### src/rtl/mult_ctrl_pkg.sv
// Shared definitions for the shift-add multiplier controller: controller state
// encoding and the default iteration counter width.
package mult_ctrl_pkg;

  typedef enum logic [1:0] {
    IDLE = 2'd0,
    RUN  = 2'd1,
    DONE = 2'd2
  } ctrl_state_e;

  localparam int MULT_CNT_W = 3;

endpackage

### src/rtl/seq_step_counter.sv
// Step counter that sequences multiplier iterations: runs limit+1 steps per
// operation, up or down, with stall, abort and a one-cycle done pulse.
module seq_step_counter
  import mult_ctrl_pkg::*;
#(
  parameter int CNT_W = MULT_CNT_W,
  parameter bit DOWN  = 1'b0
) (
  input  logic             i_clk,
  input  logic             i_rst_n,
  input  logic             i_start,
  input  logic [CNT_W-1:0] i_limit,
  input  logic             i_hold,
  input  logic             i_abort,
  output logic [CNT_W-1:0] o_cnt,
  output logic             o_busy,
  output logic             o_last,
  output logic             o_done
);

  ctrl_state_e      state_q, state_d;
  logic [CNT_W-1:0] cnt_q, cnt_d;
  logic [CNT_W-1:0] lim_q, lim_d;
  logic [CNT_W-1:0] end_val;
  logic [CNT_W-1:0] load_val;

  assign end_val  = DOWN ? '0 : lim_q;
  assign load_val = DOWN ? i_limit : '0;

  always_comb begin
    state_d = state_q;
    cnt_d   = cnt_q;
    lim_d   = lim_q;
    case (state_q)
      IDLE: begin
        cnt_d = '0;
        if (i_start) begin
          lim_d   = i_limit;
          cnt_d   = load_val;
          state_d = RUN;
        end
      end
      RUN: begin
        // The exit test precedes the step, so the count never wraps.
        if (i_abort) begin
          cnt_d   = '0;
          state_d = IDLE;
        end else if (!i_hold) begin
          if (cnt_q == end_val) begin
            state_d = DONE;
          end else if (DOWN) begin
            cnt_d = cnt_q - CNT_W'(1);
          end else begin
            cnt_d = cnt_q + CNT_W'(1);
          end
        end
      end
      DONE: begin
        if (i_start) begin
          lim_d   = i_limit;
          cnt_d   = load_val;
          state_d = RUN;
        end else begin
          cnt_d   = '0;
          state_d = IDLE;
        end
      end
      default: begin
        cnt_d   = '0;
        state_d = IDLE;
      end
    endcase
  end

  always_ff @(posedge i_clk or negedge i_rst_n) begin
    if (!i_rst_n) begin
      state_q <= IDLE;
      cnt_q   <= '0;
      lim_q   <= '0;
    end else begin
      state_q <= state_d;
      cnt_q   <= cnt_d;
      lim_q   <= lim_d;
    end
  end

  assign o_cnt  = cnt_q;
  assign o_busy = (state_q == RUN);
  assign o_done = (state_q == DONE);
  assign o_last = (state_q == RUN) && (cnt_q == end_val);

endmodule
### config.mk
export PLATFORM = sky130hd
export DESIGN_NAME = seq_step_counter
export DESIGN_NICKNAME = d
export VERILOG_FILES = /design/src/rtl/mult_ctrl_pkg.sv /design/src/rtl/seq_step_counter.sv
export SDC_FILE = /design/constraint.sdc
export NUM_CORES = 1
export LEC_CHECK = 0
export CAP_MARGIN = 15
export CORE_MARGIN = 2
export CORE_UTILIZATION = 30
export CTS_CLUSTER_SIZE = 20
export DETAILED_ROUTE_END_ITERATION = 16
export PLACE_DENSITY = 0.52
export SLEW_MARGIN = 5
export SYNTH_ARGS = -nofsm -noshare
export SYNTH_HDL_FRONTEND = slang
export SYNTH_SLANG_ARGS = --single-unit
### constraint.sdc
create_clock -name i_clk -period 1.36 [get_ports i_clk]
set_input_delay 0.136 -clock i_clk [delete_from_list [all_inputs] [get_ports i_clk]]
set_output_delay 0.136 -clock i_clk [all_outputs]
set_load 0.005 [all_outputs]
==> flow_summary.ini <==
[status]
status = completed

[worst_setup_path]
setup.worst_path.class = reg2reg
critical_path.max_stage_delay_ns = 0.41
cp_data_required_time_ns = 1.53
critical_path_arrival_ns = 1.50
worstSetupEndpointType = flop
crit_chain = buf_6, ha_4, buf_6, nand3b_1, a41oi_2
crit_path_frequent_cell = sky130_fd_sc_hd__buf_6
worst_path_max_delay_cell = sky130_fd_sc_hd__dfrtp_1
cp-start-kind = flop
critical_path.max_fanout = 4

[clocking]
clock_sinks = 8
cts_hold_bufs = 0
insertion_delay_ns = 0.25
clk_pin_slew_worst_paths_ns = 0.06
cts-buffers-inserted = 3
tritoncts = built
clock_tree.buffer_depth = 2
cts-root-buf = sky130_fd_sc_hd__clkbuf_4
h-tree-depth = 1

[run]
number_of_max_cap_violations = 0

[placement]
io_port_bufs = 13
post-place-cells = 79
dpl.hpwl_um = 945.5
place_congestion = 0.7487

[timing]
worst_slew_pin_slew_ns = 0.3762
post-route-min-period_ns = 1.331
unrepaired_setup_endpoints_after_global_routing = yes
final_clock_period_utilization_by_the_worst_path_pct = 97.90
report.final.setup_viol = 0
final-hold-violation-count = 0
fmaxAchievable_ghz = 0.7511
slew_headroom_pct = 74.84
report.final.slew_viol_count = 0
worst_clk_skew_ns = 0.006990

[floorplan]
core-area_um2 = 1471
initial_utilization_pct = 31.55
fp.dieW_um = 43.34
fp.dieH_um = 43.34
floorplan.die_area_um2 = 1878
floorplan.io_pins = 14
rows = 14

[grt]
grt_overflow = 0
grt_pass1_wl_mm = 1.876
initial_antenna_violation_count = 0
grt_start_max_net_pins = 9
grt_pass1_vias = 448
gr-usage-all-layers_pct = 13.73

[yosys]
adder_cell_area_share_of_the_yosys_netlist_pct = 2.695
synth.net_count = 48
synth-compound-area-share_pct = 12.67
synth_cells = 39
ys_seq_area_share_pct = 43.13
synth.lib_cells_used.distinct = 23
post_synth_xor_area_fraction_pct = 8.895
netlist_area_before_placement_um2 = 464.2
dominant_combinational_cell_family_by_area_after_synthesis = simple AND/OR/NAND/NOR gates
yosysWarnings = 0
mean_syn_cell_area_um2 = 11.90
synth-seq-cells = 8
synth_simple_gate_area_share_pct = 18.60
post_synth_mux_area_share_pct = 11.59

[pwr]
power.leakage_uw = 0.0003731
report.power.total_uw = 909.1
power.density_nw_per_um2 = 1150
vdd_ir_drop_max_mv = 0.5668

[drt]
routed_via_density = 5.069
detail_route.wirelength_mm = 1.207
num_vias = 441
drt_iter0_markers = 9
route.antenna.remaining_nets = 0
drt_pre_antenna_iters = 3
post_drt_wl_per_cell_um = 13.87
count_of_unresolved_drc_violations_after_routing = 0

[final_layout]
nets = 82
area.growth.synth_to_final_pct = 70.35
finish.cell_count_without_fillers = 87
layout-drive-gt1-share_pct = 43.66
insertedDiodeCount = 0

[hold_path]
min-delay-path-class = in2async
[power by group]
group	internal (µW)	leakage, µW	switching, µW
Clock	101	0.0000138	79.3
Sequential	278	0.000102	36.9
Combinational	249	0.000257	165
[synthesized netlist by cell type (all sizes together)]
cell type	n	area share [%]
nand2	2	1.6
dfrtp	8	43
mux2i	2	4.3
a41oi	1	3.5
a211o	1	1.9
nor3b	1	2.7
and4	1	1.9
a31oi	1	1.3
a21o	1	1.6
nand2b	2	2.7
xnor2	3	8.9
nor2	1	0.81
nor2b	3	4.0
a311oi	1	3.2
ha	1	2.7
nand4b	1	1.9
nand4	1	1.3
o21ai	1	1.1
nand3b	1	1.6
mux2	3	7.3
inv	3	2.4
[worst paths after layout]
check                                start          to  slack [ns]  cells past startpoint
worst max-delay path              o_cnt[1]    o_cnt[1]        0.03                      5
worst min-delay path               i_rst_n  state_q[0]        0.16                      1
worst max register to register    o_cnt[1]    o_cnt[1]        0.03                      5
worst min register to register  end_val[2]  end_val[2]        0.55                      1
max in group asynchronous          i_rst_n  end_val[0]        0.92                      1
min in group i_clk              i_limit[2]  end_val[2]        0.50                      2
[through the flow]
step	setup TNS [ns]	util, %	setup WS, ns	hold WS [ns]	instance area (µm²)
2_1_floorplan	0	-	0.1620	-0.1596	464.2
3_3_place_gp	-0.07762	47.36	-0.07762	0.4358	696.9
3_5_place_dp	-0.09998	47.36	-0.05099	0.4493	696.9
4_1_cts	-0.1070	51.11	-0.04459	0.1699	752.0
5_1_grt	-0.03831	53.74	-0.03335	0.1805	790.8
6_report	0	53.74	0.02855	0.1635	790.8
[state kept, by name (all words and copies together) (netlist names)]
signal	cells
end_val	3
o_cnt	3
state_q	2
[cells in the final DEF (no fill, tap or decap), drive strengths merged, types with 2 or more instances in the layout]
master,instances
dlygate4sd2,4
clkbuf,4
nor2b,3
xnor2,3
mux2i,2
clkdlybuf4s50,7
nand2b,2
inv,3
buf,16
mux2,3
nand2,2
dfrtp,8
[layout make-up]
cell class | instances | area (µm²)
fill | 133 | 680.7
multi-input combinational | 28 | 279.0
timing repair buffer | 29 | 257.7
sequential | 8 | 200.2
clock buffer | 3 | 22.52
tap | 16 | 20.02
inverter | 3 | 11.26
[per-layer routing]
metal	wire, µm	vias to the layer above	GRT usage [%]
met5	0	-	0
met4	34	0	9.091
met3	48	4	2.917
met2	611	13	22.99
met1	512	213	15.69
li1	-	211	-
[critical path: cells and delay by family (launching register included)]
| kind | cells | cell delay [ns] |
|---|---|---|
| adders and majority gates | 1 | 0.26 |
| AOI/OAI and AO/OA | 1 | 0.23 |
| and+or+nand+nor | 1 | 0.11 |
| buffers and inverters | 2 | 0.23 |
| DFF | 1 | 0.41 |
[cells by family after synthesis]
logic type | Yosys count
simple gates | 13
flops | 8
compound gates | 6
mux | 5
xor+xnor | 3
buf+inv | 3
fa+ha+maj | 1
[timing repair]
action	in CTS	in global routing
resized for setup	12	6
setup buffers	3	3
pin swaps	5	6
cloned	0	0
setup endpoints to repair	7	4
(Power assumes the default switching activity.)
